==> config.mk <==
export PLATFORM = sky130hd
export DESIGN_NAME = axi_cmd_master
export DESIGN_NICKNAME = d
export VERILOG_FILES = /design/src/rtl/axi_cmd_master.sv
export SDC_FILE = /design/constraint.sdc
export NUM_CORES = 1
export LEC_CHECK = 0
export CAP_MARGIN = 30
export CORE_AREA = 5 5 173 175
export CTS_CLUSTER_DIAMETER = 120
export DETAILED_ROUTE_END_ITERATION = 10
export DIE_AREA = 0 0 178 180
export PLACE_DENSITY = 0.57
export SLEW_MARGIN = 5
export SYNTH_ARGS = -nofsm -noshare
export SYNTH_HDL_FRONTEND = slang
export SYNTH_SLANG_ARGS = --single-unit
==> constraint.sdc <==
create_clock -name clk -period 2.1 [get_ports clk]
set_input_delay 0.21 -clock clk [delete_from_list [all_inputs] [get_ports clk]]
set_output_delay 0.21 -clock clk [all_outputs]
set_load 0.02 [all_outputs]
==> src/rtl/axi_cmd_master.sv <==
// axi_cmd_master: single-outstanding AXI4 initiator turning local commands into INCR bursts.
module axi_cmd_master #(
  parameter int AWID  = 32,
  parameter int IDWID = 4,
  parameter int DWID  = 64,
  parameter int WSTRB = DWID / 8
) (
  input  logic             clk,
  input  logic             rst_n,
  input  logic             cmd_valid,
  output logic             cmd_ready,
  input  logic             cmd_write,
  input  logic [AWID-1:0]  cmd_addr,
  input  logic [7:0]       cmd_len,
  input  logic [IDWID-1:0] cmd_id,
  input  logic [DWID-1:0]  wr_data,
  input  logic [WSTRB-1:0] wr_strb,
  input  logic             wr_valid,
  output logic             wr_ready,
  output logic [DWID-1:0]  rd_data,
  output logic [1:0]       rd_resp,
  output logic             rd_last,
  output logic             rd_valid,
  input  logic             rd_ready,
  output logic             done_valid,
  output logic [1:0]       done_resp,
  output logic [IDWID-1:0] done_id,
  output logic [IDWID-1:0] arid,
  output logic [AWID-1:0]  araddr,
  output logic [7:0]       arlen,
  output logic [2:0]       arsize,
  output logic [1:0]       arburst,
  output logic             arvalid,
  input  logic             arready,
  input  logic [IDWID-1:0] rid,
  input  logic [DWID-1:0]  rdata,
  input  logic [1:0]       rresp,
  input  logic             rlast,
  input  logic             rvalid,
  output logic             rready,
  output logic [IDWID-1:0] awid,
  output logic [AWID-1:0]  awaddr,
  output logic [7:0]       awlen,
  output logic [2:0]       awsize,
  output logic [1:0]       awburst,
  output logic             awvalid,
  input  logic             awready,
  output logic [DWID-1:0]  wdata,
  output logic [WSTRB-1:0] wstrb,
  output logic             wlast,
  output logic             wvalid,
  input  logic             wready,
  input  logic [IDWID-1:0] bid,
  input  logic [1:0]       bresp,
  input  logic             bvalid,
  output logic             bready
);
  typedef enum logic [2:0] {IDLE, AR, R, AW, W, B} state_t;
  state_t state, state_nx;
  logic [AWID-1:0] addr;
  logic [7:0] len;
  logic [IDWID-1:0] id;
  logic [8:0] beat_cnt;
  logic [1:0] resp_acc, r_acc, b_acc;
  logic r_hs, w_hs, b_hs, r_err;
  function automatic logic [1:0] worst(input logic [1:0] a, input logic [1:0] b);
    return (a > b) ? a : b;
  endfunction
  assign cmd_ready = (state == IDLE);
  assign arvalid = (state == AR);
  assign awvalid = (state == AW);
  assign bready = (state == B);
  assign rready = (state == R) && rd_ready;
  assign rd_valid = (state == R) && rvalid;
  assign wvalid = (state == W) && wr_valid;
  assign wr_ready = (state == W) && wready;
  assign rd_data = rdata;
  assign rd_resp = rresp;
  assign rd_last = rlast;
  assign wdata = wr_data;
  assign wstrb = wr_strb;
  assign wlast = (beat_cnt == {1'b0, len});
  assign arid = id;
  assign awid = id;
  assign araddr = addr;
  assign awaddr = addr;
  assign arlen = len;
  assign awlen = len;
  assign arsize = 3'd3;
  assign awsize = 3'd3;
  assign arburst = 2'b01;
  assign awburst = 2'b01;
  assign done_resp = resp_acc;
  assign done_id = id;
  assign r_hs = rvalid && rready;
  assign w_hs = wvalid && wready;
  assign b_hs = bvalid && bready;
  // A wrong ID or a misplaced rlast floors the response at SLVERR; DECERR survives.
  assign r_err = (rid != id) || (rlast != (beat_cnt == {1'b0, len}));
  assign r_acc = worst(worst(resp_acc, rresp), r_err ? 2'b10 : 2'b00);
  assign b_acc = worst(worst(resp_acc, bresp), (bid != id) ? 2'b10 : 2'b00);
  always_comb begin
    state_nx = state;
    case (state)
      IDLE: state_nx = cmd_valid ? (cmd_write ? AW : AR) : IDLE;
      AR: state_nx = arready ? R : AR;
      R: state_nx = (r_hs && rlast) ? IDLE : R;
      AW: state_nx = awready ? W : AW;
      W: state_nx = (w_hs && wlast) ? B : W;
      B: state_nx = bvalid ? IDLE : B;
      default: state_nx = IDLE;
    endcase
  end
  always_ff @(posedge clk or negedge rst_n) begin
    if (!rst_n) begin
      state <= IDLE;
      addr <= '0;
      len <= '0;
      id <= '0;
      beat_cnt <= '0;
      resp_acc <= '0;
      done_valid <= 1'b0;
    end else begin
      state <= state_nx;
      done_valid <= (r_hs && rlast) || b_hs;
      if (cmd_valid && cmd_ready) begin
        addr <= cmd_addr & ~AWID'(7);
        len <= cmd_len;
        id <= cmd_id;
        beat_cnt <= '0;
        resp_acc <= '0;
      end else begin
        if (r_hs || w_hs) beat_cnt <= beat_cnt + 9'd1;
        if (r_hs) resp_acc <= r_acc;
        else if (b_hs) resp_acc <= b_acc;
      end
    end
  end
endmodule

-- Word-level counts from Yosys, hierarchy flattened
Index checks and enable logic that the tools add are counted.
- $add $sub $neg: 1
- $lt $le $gt $ge: 4
- equality and inequality tests: 9
- muxes and demuxes: 19
- reductions and logical operators: 16
- operators with widths (kind ; number):
    two-way mux 2 bit ; 13
    two-way mux 9 bit ; 2
    case mux 3 bit (6 select lines) ; 1
    logical AND 1 bit ; 10
    adder 9 x 1 -> 9 bit, second input constant ; 1
    == test 9 x 8 -> 1 bit ; 1
    > comparator 2 bit ; 4
    != test 4 bit ; 2
    == test 3 x 2 -> 1 bit, second input constant ; 2
    == test 3 bit, second input constant ; 2
    two-way mux 3 bit ; 2
    == test 3 x 1 -> 1 bit, second input constant ; 1
    logical NOT 3 bit ; 1
    logical OR 1 bit ; 3
    nonzero test 3 bit ; 1
    nonzero test 2 bit ; 1
    two-way mux 1 bit ; 1
    != test 1 bit ; 1
- register bits after elaboration: 56
- input port bits: 204
- output and inout port bits: 253
- word-level logic and storage cells: 56

-- Depth between registers and ports, before layout
Gate-level depths: netlist of the first run.
- depth in word-level cells: 8
- depth in mapped cells: 10
- mapped depth without buffers: 10

-- Worst setup path before layout of the first run
No wires, ideal clock.
- path kind: flip-flop to flip-flop
- from: register len[6] (netlist: arlen[6])
- to: register resp_acc[1] (netlist: done_resp[1])
- setup time: 0.135 ns
- arrival: 2.305 ns
- data required time: 1.965 ns
- path slack: -0.340 ns
- stages on the path, launching flop included: 11
- path buffers: 0
- period minus slack after synthesis: 2.440 ns
- cells stage by stage: dfrtp_1 > xnor2_1 > nand3_1 > nor4_4 > xor2_1 > nor2_1 > ha_1 > nor2_1 > a21oi_1 > a2111oi_4 > o31ai_2
- word-level cells in the longest chain between the ends: 8
- ends and longest elaborated chain (what ; line ; text):
    from (decl) ; 61 ; logic [7:0] len;
    from (signal assigned) ; 128 ; len <= cmd_len;
    == test 9 x 8 -> 1 bit * ; n/a ;
    net wlast ; 50 ; output logic wlast,
    != test 1 bit * ; 99 ; assign r_err = (rid != id) || (rlast != (beat_cnt == {1'b0, len}));
    logical OR 1 bit * ; 99 ;
    two-way mux 2 bit * ; 100 ; assign r_acc = worst(worst(resp_acc, rresp), r_err ? 2'b10 : 2'b00);
    > comparator 2 bit ; 67 ; return (a > b) ? a : b;
    two-way mux 2 bit * ; 67 ;
    two-way mux 2 bit * ; 134 ; if (r_hs) resp_acc <= r_acc;
    two-way mux 2 bit * ; 126 ; if (cmd_valid && cmd_ready) begin
    to (signal assigned) ; 134 ;
    to (decl) ; 64 ; logic [1:0] resp_acc, r_acc, b_acc;
Mark *: on every way through the listed nets, which the timed path passes. The rest lies on a longest branch.
A chain may end at the register's enable or synchronous reset.

-- Worst setup path after layout of the first run
- from: register beat_cnt[4]
- to: register resp_acc[1] (netlist: done_resp[1])
- word-level cells in the longest chain between the ends: 8
- ends and longest elaborated chain (what ; line ; text):
    from (decl) ; 63 ; logic [8:0] beat_cnt;
    from (signal assigned) ; 133 ; if (r_hs || w_hs) beat_cnt <= beat_cnt + 9'd1;
    == test 9 x 8 -> 1 bit * ; 99 ;
    != test 1 bit * ; 99 ;
    logical OR 1 bit * ; 99 ;
    two-way mux 2 bit * ; 100 ;
    > comparator 2 bit ; 67 ;
    two-way mux 2 bit * ; 67 ;
    two-way mux 2 bit * ; 134 ;
    two-way mux 2 bit * ; 126 ;
Mark *: on every way between the ends. The rest lies on a longest branch, timed or not.

==> run summary, run 1 <==
### Status
- complete, but fails checks — result of the run
- negative setup slack — violated checks

### Floorplan
- 457 — Top-Level Pins
- 62 — number of placement rows
- 178 microns — horizontal die dimension
- 15.48% — initial core utilization
- 0.02831 sq mm — CORE AREA
- 180 microns — vertical extent of the die
- 0.03204 sq mm — Total Die Area

### Placed design
- 826 — placed cell count
- 165 — count of input and output buffers
- 10.53 mm — HPWL Detailed
- 0.6969 — GP Congestion
- -0.3073 ns — worst setup slack before clock tree synthesis
- 0.005305 sq mm — Area after DPL

### Clocking
- yes — TritonCTS clock tree
- sky130_fd_sc_hd__clkbuf_16 — Clk Tree Root Cell
- 0.08 ns — clock transition at the registers of the reported paths
- 5 — total CTS buffers
- 0.30 ns — later-pin clock latency in the skew report
- 2 — level count of the clock H-tree
- 56 — Clock Sink Count
- 2 — largest buffer count on any clock path

### Logic synthesis
- 0 — EDFF count, synth
- 56 — register bit total from synthesis
- 0.004382 sq mm — Post-Syn Area
- 10.05 sq um — mean instance size in the synthesized netlist
- 100.0% — proportion of synthesized flip-flops having asynchronous set or reset
- 0 — number of warning messages in the yosys log
- 45 — count of distinct cell types in the synthesized netlist
- 31.98% — part of the Yosys area used for sequential elements
- 436 — Cells after Synth
- sky130_fd_sc_hd__dfrtp_1 — commonest register cell after synthesis

### Setup path
- 2.54 ns — data arrival time of the worst path
- xnor2_1 -> nand4_1 -> nor4_4 -> buf_4 -> xor2_1 -> nor2_1 -> ha_1 -> nor2_2 -> a21oi_2 -> a2111oi_4 -> o31ai_2 — CP Cell Sequence
- 11 — worst r2r path cells
- flop to flop — kind of critical path
- flop — capturing element type of the critical path
- 2 — worst-path maximum fanout
- done_resp[1] — endpoint of the worst register-to-register path
- beat_cnt[4] — Critical R2R Launch
- 0.40 ns — worst stage delay on the critical path
- 2.27 ns — Worst EP required
- sky130_fd_sc_hd__dfrtp_1 — CP max-delay cell
- flop — element type at the critical path start
- -0.27 ns — Reg2Reg Setup Slack

### Final layout
- sky130_fd_sc_hd__clkdlybuf4s50_1 (160), sky130_fd_sc_hd__dfrtp_1 (51), sky130_fd_sc_hd__mux2_2 (41) — most frequent cells in the layout
- 844 — Cell Count, Final, Fillers Out
- 0 — diode count
- 672 — number of nets in the final layout
- sky130_fd_sc_hd__clkdlybuf4s50_1 — most common library cell in the layout ignoring fill and taps
- 0.005530 sq mm — Finished Cell Area
- 25.43% — proportion of layout cells with a drive suffix above 1
- 26.21% — area growth from synthesis to layout

### Routing
- 12.73 mm — Total Routed Length
- 1.231 mm — Met3 Routed Length
- 15.08 microns — Wirelength per Cell
- 5.786 mm — Met2 Routed Length
- 4 — Pre-Repair DR Iteration Count
- 3.294 — Vias/cell
- 4.841 mm — total routed wire length on the met1 layer
- 30 — initial detailed-routing violation count
- met5 — top routing layer used
- 0 — DR DRC count
- 2780 — count of vias placed by the detailed router
- 0 — Detail Route Antenna Nets

### Global routing
- 22 — pin count of the biggest net entering global routing
- 7.735% — total global-route track usage
- 19.22 mm — global-route wire length before repair
- 3151 — vias in the first global route
- 0 — total overflow reported by the global router
- 1 — number of antenna violations at the first check in global routing

### Power and ir drop
- 1460 mW/mm^2 — total power divided by cell area
- 2.241 nW — P_leak
- 0.0008124 V — peak ir drop on the vdd network
- 8.072 mW — post-layout power

### STA
- 422.1 MHz — maximum clock rate
- 0 — Hold Fails Final Rpt
- -0.2693 ns — setup ws final
- 0 — Final Slew Violations
- 0.009896 ns — Worst Clk Skew
- 0.3789 ns — worst hold slack across all endpoints
- 2.369 ns — time the worst path needs with I/O delays and setup
- true — unrepaired setup endpoints after global routing
- 2 — final setup fails
- 112.8% — final worst-path cycle share

### Flow run
- 0 — reported max-cap violation count

### Worst hold path
- input port to async pin — worst min-delay path class

## sequential cells by signal, summed over array words and instances, names as in the netlist
name	count
araddr	29
beat_cnt	9
arlen	8
arid	4
state	3
done_resp	2
done_valid	1
## report_power, final
part           internal, mW  switching, mW  total [mW]
combinational          2.73           2.48        5.21
clock                 0.442          0.404       0.846
sequential             1.56          0.452        2.01
total                  4.74           3.34        8.07
## area by class of cell
class                           instances  area, sq um
Tap cell                              384        480.5
Sequential cell                        56         1408
Inverter                               11        41.29
Multi-Input combinational cell        177         1468
Fill cell                            3083        22780
Clock buffer                            6        128.9
Clock inverter                          2        12.51
Timing Repair Buffer                  208         1992
## worst max path at each step
| stage | startpoint | endpoint | slack, ns | cells past startpoint |
|---|---|---|---|---|
| 2_1_floorplan | arlen[3] | done_resp[1] | -0.31 | 10 |
| 3_3_place_gp | beat_cnt[4] | done_resp[1] | -0.27 | 10 |
| 3_5_place_dp | beat_cnt[4] | done_resp[1] | -0.31 | 10 |
| 4_1_cts | beat_cnt[5] | done_resp[1] | -0.32 | 11 |
| 5_1_grt | beat_cnt[4] | done_resp[1] | -0.49 | 11 |
| 6_report | beat_cnt[4] | done_resp[1] | -0.27 | 11 |
## stage by stage
stage	util (%)	TNS, ns
2_1_floorplan	-	-0.3573
3_3_place_gp	18.74	-0.3621
3_5_place_dp	18.74	-0.4393
4_1_cts	19.49	-0.4217
5_1_grt	19.53	-0.6895
6_report	19.53	-0.2870
## kinds of logic after synthesis
logic type | after synthesis | share of synthesized area [%]
AO/OA/AOI/OAI | 19 | 4.369
XOR/XNOR | 25 | 4.997
adder cells (fa/ha/maj) | 9 | 2.570
buffers and inverters | 217 | 36.12
flip-flops | 56 | 31.98
multiplexers | 43 | 10.99
other | 2 | 0.1714
AND/OR/NAND/NOR | 65 | 8.795
## layer usage
layer / up-vias / GRT usage (%)
li1: 1250 / -
met1: 1275 / 8.659
met2: 175 / 12.03
met3: 78 / 2.941
met4: 2 / 5.384
met5: - / 0
## critical path, delay by kind of cell, from the launching register on
kind	cells	cell delay, ns
XOR/XNOR	2	0.30
buffers and inverters	1	0.16
adder cells (fa/ha/maj)	1	0.31
AND/OR/NAND/NOR	4	0.60
flip-flops	1	0.40
AO/OA/AOI/OAI	3	0.48
## what timing repair did
item	4_1_cts	5_1_grt
hold buffers	1	0
buffers inserted	8	1
endpoints found under the setup margin	7	6
endpoints found under the hold margin	18	0
pin swaps	3	2
gates resized for setup	4	5
## synth_stat cells (2+ instances only)
cell | count | area (sq um)
sky130_fd_sc_hd__nor3_1 | 3 | 15.01
sky130_fd_sc_hd__mux2i_1 | 2 | 20.02
sky130_fd_sc_hd__nand2_1 | 15 | 56.30
sky130_fd_sc_hd__nand4_1 | 4 | 25.02
sky130_fd_sc_hd__o21ba_2 | 2 | 20.02
sky130_fd_sc_hd__conb_1 | 2 | 7.510
sky130_fd_sc_hd__and2_1 | 4 | 25.02
sky130_fd_sc_hd__buf_2 | 2 | 10.01
sky130_fd_sc_hd__o21ai_0 | 3 | 15.01
sky130_fd_sc_hd__mux2_2 | 41 | 461.7
sky130_fd_sc_hd__dfrtp_1 | 56 | 1401
sky130_fd_sc_hd__xor2_1 | 8 | 70.07
sky130_fd_sc_hd__xnor2_1 | 17 | 148.9
sky130_fd_sc_hd__nand3_1 | 4 | 20.02
sky130_fd_sc_hd__a21oi_1 | 3 | 15.01
sky130_fd_sc_hd__inv_1 | 11 | 41.29
sky130_fd_sc_hd__nor2b_1 | 3 | 18.77
sky130_fd_sc_hd__and3_1 | 2 | 12.51
sky130_fd_sc_hd__and3b_1 | 2 | 17.52
sky130_fd_sc_hd__nor2_1 | 16 | 60.06
sky130_fd_sc_hd__buf_4 | 204 | 1531
sky130_fd_sc_hd__ha_1 | 9 | 112.6
Power figures use the tool's default switching activity.
==> run 2, diff against run 1 <==
--- a/config.mk
+++ b/config.mk
@@ -10,6 +10,7 @@
 export CTS_CLUSTER_DIAMETER = 120
 export DETAILED_ROUTE_END_ITERATION = 10
 export DIE_AREA = 0 0 178 180
+export GPL_ROUTABILITY_DRIVEN = 0
 export PLACE_DENSITY = 0.57
 export SLEW_MARGIN = 5
 export SYNTH_ARGS = -nofsm -noshare
==> results of run 2 <==
No change in the layout: final DEF, timing and power equal those of run 1.
